===== src/rtl/fetch_ctrl_pkg.sv =====
// Shared types and constants for the instruction fetch controller.
// Holds the fetch FSM state encoding, IR byte-select codes and defaults.
package fetch_ctrl_pkg;

   localparam logic [1:0] ST_IDLE     = 2'd0;
   localparam logic [1:0] ST_FETCH_LO = 2'd1;
   localparam logic [1:0] ST_FETCH_HI = 2'd2;
   localparam logic [1:0] ST_VALID    = 2'd3;

   typedef enum logic [1:0] {
      IDLE     = ST_IDLE,
      FETCH_LO = ST_FETCH_LO,
      FETCH_HI = ST_FETCH_HI,
      VALID    = ST_VALID
   } fetch_state_e;

   localparam logic IR_LH_LOW  = 1'b0;
   localparam logic IR_LH_HIGH = 1'b1;

   localparam int unsigned TIMEOUT_CYCLES_DEF = 16;
   localparam int unsigned COUNT_W_DEF        = 16;

endpackage


===== src/rtl/instruction_fetch_controller_if.sv =====
// Fetch controller bus: memory port, IR strobes, PC strobe, decoder handshake.
// master = fetch controller side, slave = memory/IR/decoder environment side.
interface instruction_fetch_controller_if
   import fetch_ctrl_pkg::*;
#(
   parameter int unsigned COUNT_W = COUNT_W_DEF
);

   logic               FetchReq;
   logic [7:0]         MemData;
   logic               MemReady;
   logic               InstrTaken;
   logic               MemRead;
   logic               PCInc;
   logic               IRWrite;
   logic               IRLH;
   logic [7:0]         IRData;
   logic               InstrValid;
   logic               Busy;
   logic               FetchError;
   logic [COUNT_W-1:0] InstrCount;

   modport master (
      input  FetchReq, MemData, MemReady, InstrTaken,
      output MemRead, PCInc, IRWrite, IRLH, IRData,
      output InstrValid, Busy, FetchError, InstrCount
   );

   modport slave (
      output FetchReq, MemData, MemReady, InstrTaken,
      input  MemRead, PCInc, IRWrite, IRLH, IRData,
      input  InstrValid, Busy, FetchError, InstrCount
   );

endinterface


===== src/rtl/fetch_wait_counter.sv =====
// Memory wait-state counter used by the optional fetch timeout.
// Ports: clk, rst (sync, high), clr, en, tc (count == LIMIT-1).
module fetch_wait_counter
   import fetch_ctrl_pkg::*;
#(
   parameter int unsigned LIMIT = TIMEOUT_CYCLES_DEF
) (
   input  logic clk,
   input  logic rst,
   input  logic clr,
   input  logic en,
   output logic tc
);

   localparam logic [7:0] LAST = 8'(LIMIT - 1);

   logic [7:0] cnt;

   always_ff @(posedge clk) begin
      if (rst || clr) begin
         cnt <= '0;
      end else if (en) begin
         cnt <= cnt + 8'd1;
      end
   end

   assign tc = (cnt == LAST);

endmodule


===== src/rtl/instruction_fetch_controller.sv =====
// Fetches a 16-bit instruction into the IR as two byte reads (low, high)
// and hands it to the decoder with a valid/taken handshake.
// Ports: Clock, Reset (sync, high), bus (master modport: FetchReq, MemData,
// MemReady, InstrTaken in; MemRead, PCInc, IRWrite, IRLH, IRData,
// InstrValid, Busy, FetchError, InstrCount out).
// Optional: define FETCH_TIMEOUT_EN to abort fetches stuck in wait states.
module instruction_fetch_controller
   import fetch_ctrl_pkg::*;
#(
   parameter int unsigned TIMEOUT_CYCLES = TIMEOUT_CYCLES_DEF,
   parameter int unsigned COUNT_W        = COUNT_W_DEF
) (
   input  logic                           Clock,
   input  logic                           Reset,
   instruction_fetch_controller_if.master bus
);

   if (TIMEOUT_CYCLES < 2 || TIMEOUT_CYCLES > 255) begin : g_bad_timeout
      $error("TIMEOUT_CYCLES must be within 2..255");
   end

   fetch_state_e       state;
   fetch_state_e       state_nxt;
   logic [COUNT_W-1:0] count;
   logic               in_fetch;
   logic               accept;
   logic               timeout;
   logic               fetch_error;

   // Reset masks every strobe so a reset cycle never writes the IR
   // or bumps the PC, even mid-fetch.
   assign in_fetch = ((state == FETCH_LO) || (state == FETCH_HI)) && !Reset;
   assign accept   = in_fetch && bus.MemReady;

`ifdef FETCH_TIMEOUT_EN
   logic wait_tc;

   // Held clear outside fetch states, so it starts at zero on entry.
   fetch_wait_counter #(
      .LIMIT (TIMEOUT_CYCLES)
   ) u_wait (
      .clk (Clock),
      .rst (Reset),
      .clr (!in_fetch || bus.MemReady),
      .en  (in_fetch && !bus.MemReady),
      .tc  (wait_tc)
   );

   assign timeout = in_fetch && !bus.MemReady && wait_tc;

   always_ff @(posedge Clock) begin
      if (Reset) begin
         fetch_error <= 1'b0;
      end else begin
         fetch_error <= timeout;
      end
   end
`else
   assign timeout     = 1'b0;
   assign fetch_error = 1'b0;
`endif

   always_comb begin
      state_nxt = state;
      unique case (state)
         IDLE: begin
            if (bus.FetchReq) state_nxt = FETCH_LO;
         end
         FETCH_LO: begin
            if (bus.MemReady)  state_nxt = FETCH_HI;
            else if (timeout)  state_nxt = IDLE;
         end
         FETCH_HI: begin
            if (bus.MemReady)  state_nxt = VALID;
            else if (timeout)  state_nxt = IDLE;
         end
         VALID: begin
            if (bus.InstrTaken)
               state_nxt = bus.FetchReq ? FETCH_LO : IDLE;
         end
         default: state_nxt = IDLE;
      endcase
   end

   always_ff @(posedge Clock) begin
      if (Reset) begin
         state <= IDLE;
         count <= '0;
      end else begin
         state <= state_nxt;
         if (accept && (state == FETCH_HI))
            count <= count + 1'b1;
      end
   end

   assign bus.MemRead    = in_fetch;
   assign bus.Busy       = in_fetch;
   assign bus.IRWrite    = accept;
   assign bus.PCInc      = accept;
   assign bus.IRLH       = ((state == FETCH_HI) && !Reset) ? IR_LH_HIGH
                                                           : IR_LH_LOW;
   assign bus.IRData     = bus.MemData;
   assign bus.InstrValid = (state == VALID) && !Reset;
   assign bus.FetchError = fetch_error && !Reset;
   assign bus.InstrCount = count;

endmodule


===== src/flat_wrapper.sv =====
// flat-port wrapper written by rule: the top's interface ports become plain ports
module instruction_fetch_controller_flat import fetch_ctrl_pkg::*;
#(
   parameter int unsigned TIMEOUT_CYCLES = TIMEOUT_CYCLES_DEF,
   parameter int unsigned COUNT_W        = COUNT_W_DEF
)
  (Clock, Reset, bus_FetchReq, bus_MemData, bus_MemReady, bus_InstrTaken, bus_MemRead, bus_PCInc, bus_IRWrite, bus_IRLH, bus_IRData, bus_InstrValid, bus_Busy, bus_FetchError, bus_InstrCount);
  instruction_fetch_controller_if #(.COUNT_W(COUNT_W)) bus_i ();
  input  logic Clock;
  input  logic Reset;
  input wire logic [$bits(bus_i.FetchReq)-1:0] bus_FetchReq;
  input wire logic [$bits(bus_i.MemData)-1:0] bus_MemData;
  input wire logic [$bits(bus_i.MemReady)-1:0] bus_MemReady;
  input wire logic [$bits(bus_i.InstrTaken)-1:0] bus_InstrTaken;
  output wire logic [$bits(bus_i.MemRead)-1:0] bus_MemRead;
  output wire logic [$bits(bus_i.PCInc)-1:0] bus_PCInc;
  output wire logic [$bits(bus_i.IRWrite)-1:0] bus_IRWrite;
  output wire logic [$bits(bus_i.IRLH)-1:0] bus_IRLH;
  output wire logic [$bits(bus_i.IRData)-1:0] bus_IRData;
  output wire logic [$bits(bus_i.InstrValid)-1:0] bus_InstrValid;
  output wire logic [$bits(bus_i.Busy)-1:0] bus_Busy;
  output wire logic [$bits(bus_i.FetchError)-1:0] bus_FetchError;
  output wire logic [$bits(bus_i.InstrCount)-1:0] bus_InstrCount;
  assign bus_i.FetchReq = bus_FetchReq;
  assign bus_i.MemData = bus_MemData;
  assign bus_i.MemReady = bus_MemReady;
  assign bus_i.InstrTaken = bus_InstrTaken;
  assign bus_MemRead = bus_i.MemRead;
  assign bus_PCInc = bus_i.PCInc;
  assign bus_IRWrite = bus_i.IRWrite;
  assign bus_IRLH = bus_i.IRLH;
  assign bus_IRData = bus_i.IRData;
  assign bus_InstrValid = bus_i.InstrValid;
  assign bus_Busy = bus_i.Busy;
  assign bus_FetchError = bus_i.FetchError;
  assign bus_InstrCount = bus_i.InstrCount;
  instruction_fetch_controller #(.TIMEOUT_CYCLES(TIMEOUT_CYCLES), .COUNT_W(COUNT_W)) u_core (.Clock(Clock), .Reset(Reset), .bus(bus_i));
endmodule

===== config.mk =====
export PLATFORM = sky130hd
export DESIGN_NAME = instruction_fetch_controller_flat
export DESIGN_NICKNAME = d
export VERILOG_FILES = /design/src/rtl/fetch_ctrl_pkg.sv /design/src/rtl/instruction_fetch_controller_if.sv /design/src/rtl/fetch_wait_counter.sv /design/src/rtl/instruction_fetch_controller.sv /design/src/flat_wrapper.sv
export SDC_FILE = /design/constraint.sdc
export NUM_CORES = 1
export LEC_CHECK = 0
export CAP_MARGIN = 20
export CORE_MARGIN = 2
export CORE_UTILIZATION = 42
export CTS_BUF_LIST = sky130_fd_sc_hd__clkbuf_8
export CTS_CLUSTER_SIZE = 40
export DETAILED_ROUTE_END_ITERATION = 6
export PLACE_DENSITY = 0.8
export SLEW_MARGIN = 40
export SYNTH_ARGS = -nofsm -noshare
export SYNTH_HDL_FRONTEND = slang
export SYNTH_HIERARCHICAL = 1
export SYNTH_SLANG_ARGS = --single-unit

===== constraint.sdc =====
create_clock -name Clock -period 2.6 [get_ports Clock]
set_clock_uncertainty 0.2 [all_clocks]
set_input_delay 0.39 -clock Clock [delete_from_list [all_inputs] [get_ports Clock]]
set_output_delay 0.39 -clock Clock [all_outputs]
set_load 0.005 [all_outputs]

# --- Word-level counts from Yosys, hierarchy flattened ---
# Cells that the tools add are included.
totals:
  inputBits: 13
  elab_cells: 26
  output_inout_bits: 31
  regBits: 18
classes:
  eq_ne: 7
  reduce_logical: 9
  n_addsub: 1
  n_mux: 7
op_table:
  columns: ["op", "n"]
  rows:
  - ["16-bit by 1-bit adder with 16-bit output (second input constant)", 1]
  - ["2-bit two-way mux", 4]
  - ["2-bit != test (second input constant)", 4]
  - ["2-bit one-hot mux with 4 select lines", 1]
  - ["1-bit logical AND", 5]
  - ["2-bit equality test (second input constant)", 2]
  - ["4-bit AND reduction", 1]
  - ["2-bit by 1-bit equality test with 1-bit output (second input constant)", 1]
  - ["2-bit logical NOT", 1]
  - ["1-bit two-way mux", 2]
  - ["1-bit logical NOT", 1]
  - ["1-bit logical OR", 1]

# --- Longest topological paths before layout ---
logic_depth:
  ltp_word: 5
  depth_mapped: 7
  ltp_nobuf: 7

# --- Worst setup path after synthesis ---
# No wires, ideal clock.
synth_timing:
  kind: "register to register"
  from: "register u_core.state[1]"
  to: "register u_core.count[12] (netlist: u_core/bus.InstrCount[12])"
  setup_ps: 123
  required_time_ps: 2277
  stages_incl_launch_ff: 7
  period_less_slack_ps: 1883
  path_slack_ps: 717
  t_arrival_ps: 1560
  n_path_buf: 0
  cell_sequence: "dfxtp_1 > inv_1 > ha_1 > nand3b_4 > nor3_2 > nand4_1 > mux2_1"
synth_between:
  elab_chain_len: 5
  elab_cells_between_ends: 6
  classes_between: "eq/ne (2); reduce/logical (4)"
synth_lines:
  columns: ["element", "line_no", "source"]
  rows:
  - ["start, declared", "instruction_fetch_controller.sv:22", "fetch_state_e state;"]
  - ["start signal, assigned", "instruction_fetch_controller.sv:90", "state <= state_nxt;"]
  - ["2-bit by 1-bit equality test with 1-bit output / 2-bit equality test (equally long branches)", "instruction_fetch_controller.sv:32, instruction_fetch_controller.sv:91", null]
  - ["1-bit logical OR", "instruction_fetch_controller.sv:32", "assign in_fetch = ((state == FETCH_LO) || (state == FETCH_HI)) && !Reset;"]
  - ["1-bit logical AND", "instruction_fetch_controller.sv:32", null]
  - ["1-bit logical AND", "instruction_fetch_controller.sv:33", "assign accept = in_fetch && bus.MemReady;"]
  - ["1-bit logical AND (*)", "instruction_fetch_controller.sv:91", "if (accept && (state == FETCH_HI))"]
  - ["end signal, assigned", "instruction_fetch_controller.sv:92", "count <= count + 1'b1;"]
  - ["end, declared", "instruction_fetch_controller.sv:24", "logic [COUNT_W-1:0] count;"]
# Every way passes the cells marked *; elsewhere a longest branch is shown, timed or not.
# A chain may end at the register's enable or synchronous reset.

# --- Final worst setup path ---
layout_timing:
  from: "register u_core.state[0]"
  to: "output bus_IRWrite"
layout_between:
  elab_chain_len: 4
  elab_cells_between_ends: 5
  classes_between: "eq/ne (2); reduce/logical (3)"
layout_lines:
  columns: ["element", "line_no", "source"]
  rows:
  - ["2-bit by 1-bit equality test with 1-bit output / 2-bit equality test (equally long branches)", "instruction_fetch_controller.sv:32", null]
  - ["1-bit logical OR (*)", "instruction_fetch_controller.sv:32", null]
  - ["1-bit logical AND (*)", "instruction_fetch_controller.sv:32", null]
  - ["1-bit logical AND (*)", "instruction_fetch_controller.sv:33", null]
  - ["end, declared", "flat_wrapper.sv:17", "output wire logic [$bits(bus_i.IRWrite)-1:0] bus_IRWrite;"]
# Marked as above.

==> summary.md <==
| Metric | Value |
|---|---|
| Crit path kind | `flop to primary output` |
| Period utilization | `94.4%` |
| Total CTS buffers | `3` |
| Tot Pwr | `0.834 mW` |
| Remaining Overflow, GRT | `0` |
| Core Footprint | `2250 µm²` |
| Mean Syn Cell Area | `8.64 µm²` |
| Largest net degree at the start of global routing | `15` |
| CTS tree | `done` |
| Worst Hold Path EP | `u_core/bus.InstrCount[15]` |
| Cell depth of the worst hold path | `2` |
| RSZ-0062 raised after global routing | `no` |
| Reg-to-reg slack, setup | `0.49 ns` |
| Vias in the first global route | `857` |
| Width of the die | `53.5 µm` |
| Min Clock Period, post-route | `2.45 ns` |
| Routability cong. | `0.709` |
| HPWL after detailed placement | `1690 µm` |
| Total clock sinks | `18` |
| Mapped Nets | `137` |
| Seq/Total Area, Yosys | `35.0%` |
| PwrDens | `637 nW/µm²` |
| Post-route setup TNS | `0 ns` |
| Worst reg-to-reg path cell count | `6` |
| Number of enable flip-flop cells after synthesis | `0` |
| Run status | `finished clean` |
| N_diodes | `0` |
| Hold WS | `0.288 ns` |
| P_leak | `0.479 nW` |
| Initial Util | `45.6%` |
| Async set-reset flop share out of synthesis | `0%` |
| Layout cells sized above 1 | `11.6%` |
| Synth Register Bits | `18` |
| Initial antenna violation count | `0` |
| CP Launch Type | `flop` |
| I/O Buffers | `26` |
| Die Y-Extent | `53.5 µm` |
| Worst r2r dst | `u_core/bus.InstrCount[12]` |
| Die Footprint | `2860 µm²` |
| Final Hold Vio Count | `0` |
| Worst EP arrival | `1.86 ns` |
| Post-DRT Antenna Nets | `0` |
| Clock Latency Late Sink | `0.25 ns` |
| Max Slew Vio Count | `0` |
| Num rows | `17` |
| Synthesized cell area | `1030 µm²` |
| Via count | `890` |
| Max VDD drop | `0.433 mV` |
| Drt wl/cell | `13.4 µm` |
| Crit. End Element | `primary output` |
| Worst min path class | `flop to flop` |
| Final setup violation count | `0` |
| Unique masters post-synth | `35` |
| First-pass GRT wire length | `3590 µm` |
| FMAX | `0.407 GHz` |
| Hold_buf cts | `0` |
| Root buffer cell | `clkbuf_8` |
| H-tree depth | `1` |
| # IOs | `44` |
| Max clock buf depth | `2` |
| DRC | `0` |
| GRT Util Overall | `17.5%` |
| Area Overhead vs Synth | `27.3%` |
| Initial DRC Count | `16` |
| MaxCap Viol Count | `0` |
| Hold Startpoint | `u_core/bus.InstrCount[15]` |
| Drt via density | `5.36` |
| RR Startpoint | `u_core/state[0]` |
| Warnings from Yosys | `6` |
| Post-Syn Instances | `119` |
| Post-Route WL | `2230 µm` |
| Worst-path clk slew | `0.07 ns` |
| WP data required | `2.01 ns` |
| DRT Pass-1 Iters | `4` |
| CP max FO | `7` |
| Synth Flop Type | `dfxtp_1` |
| Final nets | `157` |
## Yosys cell counts, types with 2 or more instances
library cell / n / area, µm²
ha_1: 5 / 62.6
xnor2_1: 5 / 43.8
nand2b_1: 2 / 12.5
nor2b_1: 3 / 18.8
or3_1: 6 / 37.5
mux2i_1: 2 / 20.0
nand4_1: 4 / 25.0
nand3_1: 7 / 35.0
nand2_1: 4 / 15.0
inv_1: 3 / 11.3
dfxtp_1: 18 / 360
nor2_1: 14 / 52.6
o21ai_0: 6 / 30.0
buf_4: 11 / 82.6
a21oi_1: 7 / 35.0
xor2_1: 3 / 26.3
## area by class of cell
cell class	instances	area [µm²]
Clock buffer	4	55.1
Fill cell	214	946
Inverter	4	15.0
Multi-Input combinational cell	84	566
Sequential cell	18	363
Tap cell	28	35.0
Timing Repair Buffer	28	275
## layout by cell type (no fill, tap or decap), types with 2 or more instances in the layout
master and count:
a21oi_1 7, buf_4 2, clkbuf_8 4, clkdlybuf4s50_1 26, dfxtp_1 16, dfxtp_2 2, ha_1 4, inv_1 3
mux2i_1 2, nand2_1 4, nand2b_1 2, nand3_1 7, nand4_1 4, nor2_1 14, nor2b_1 3, o21ai_0 6
or3_1 6, xnor2_1 5, xor2_1 3
## power by group
group | switching (mW) | internal (mW) | total [mW]
combinational | 0.140 | 0.146 | 0.286
sequential | 0.0209 | 0.296 | 0.317
clock | 0.0961 | 0.135 | 0.231
## worst max path at each step
stage / from / to / slack (ns) / depth (start not counted)
after global routing: u_core/state[0] / bus_IRWrite / 0.05 / 5
after CTS: u_core/state[0] / bus_IRWrite / 0.05 / 5
after global placement: bus_MemReady / bus_IRWrite / 0.31 / 4
after floorplan: u_core/state[1] / u_core/bus.InstrCount[12] / 0.72 / 6
final: u_core/state[0] / bus_IRWrite / 0.15 / 5
after detailed placement: bus_MemReady / bus_IRWrite / 0.26 / 4
## routing by layer
metal | track usage [%] | vias up | wire length, µm
li1 | - | 446 | -
met1 | 19.7 | 414 | 944
met2 | 30.9 | 25 | 1120
met3 | 3.39 | 5 | 110
met4 | 8.97 | 0 | 53
met5 | 0 | - | 0
## cells by family (layout without fill, tap and decap cells)
logic type               Yosys count  after routing  share of synthesized area, %
other                              1              1                         0.365
AND/OR/NAND/NOR                   52             52                          30.5
adder cells (fa/ha/maj)            5              5                          6.08
AO/OA/AOI/OAI                     15             15                          7.91
flip-flops                        18             18                          35.0
XOR/XNOR                           8              8                          6.81
buffers and inverters             17             36                          10.2
multiplexers                       3              3                          3.04
## critical path, stage by stage (launching register included)
cell and delay (ns):
dfxtp_2 0.37, inv_1 0.08, ha_2 0.38, nand3b_4 0.12
inv_2 0.14, clkdlybuf4s50_1 0.52
## registers in the layout, indices dropped and copies added, names as in the netlist
name,flops
u_core/bus.InstrCount,16
u_core/state,2
## metrics by stage
stage               cells  worst slack (ns)  instance area (µm²)  utilization [%]
finish                166             0.145                 1310             58.0
global route          166            0.0510                 1310             58.0
CTS                   166            0.0547                 1300             57.8
detailed placement    162             0.261                 1250             55.4
global placement      162             0.305                 1250             55.4
floorplan             119             0.717                 1030                -
## what timing repair did
item	in CTS	in global routing
resized for setup	0	3
hold endpoints to repair	0	0
buffers inserted	0	0
setup endpoints to repair	0	2
Note: power is estimated with default switching activity, not from simulation.
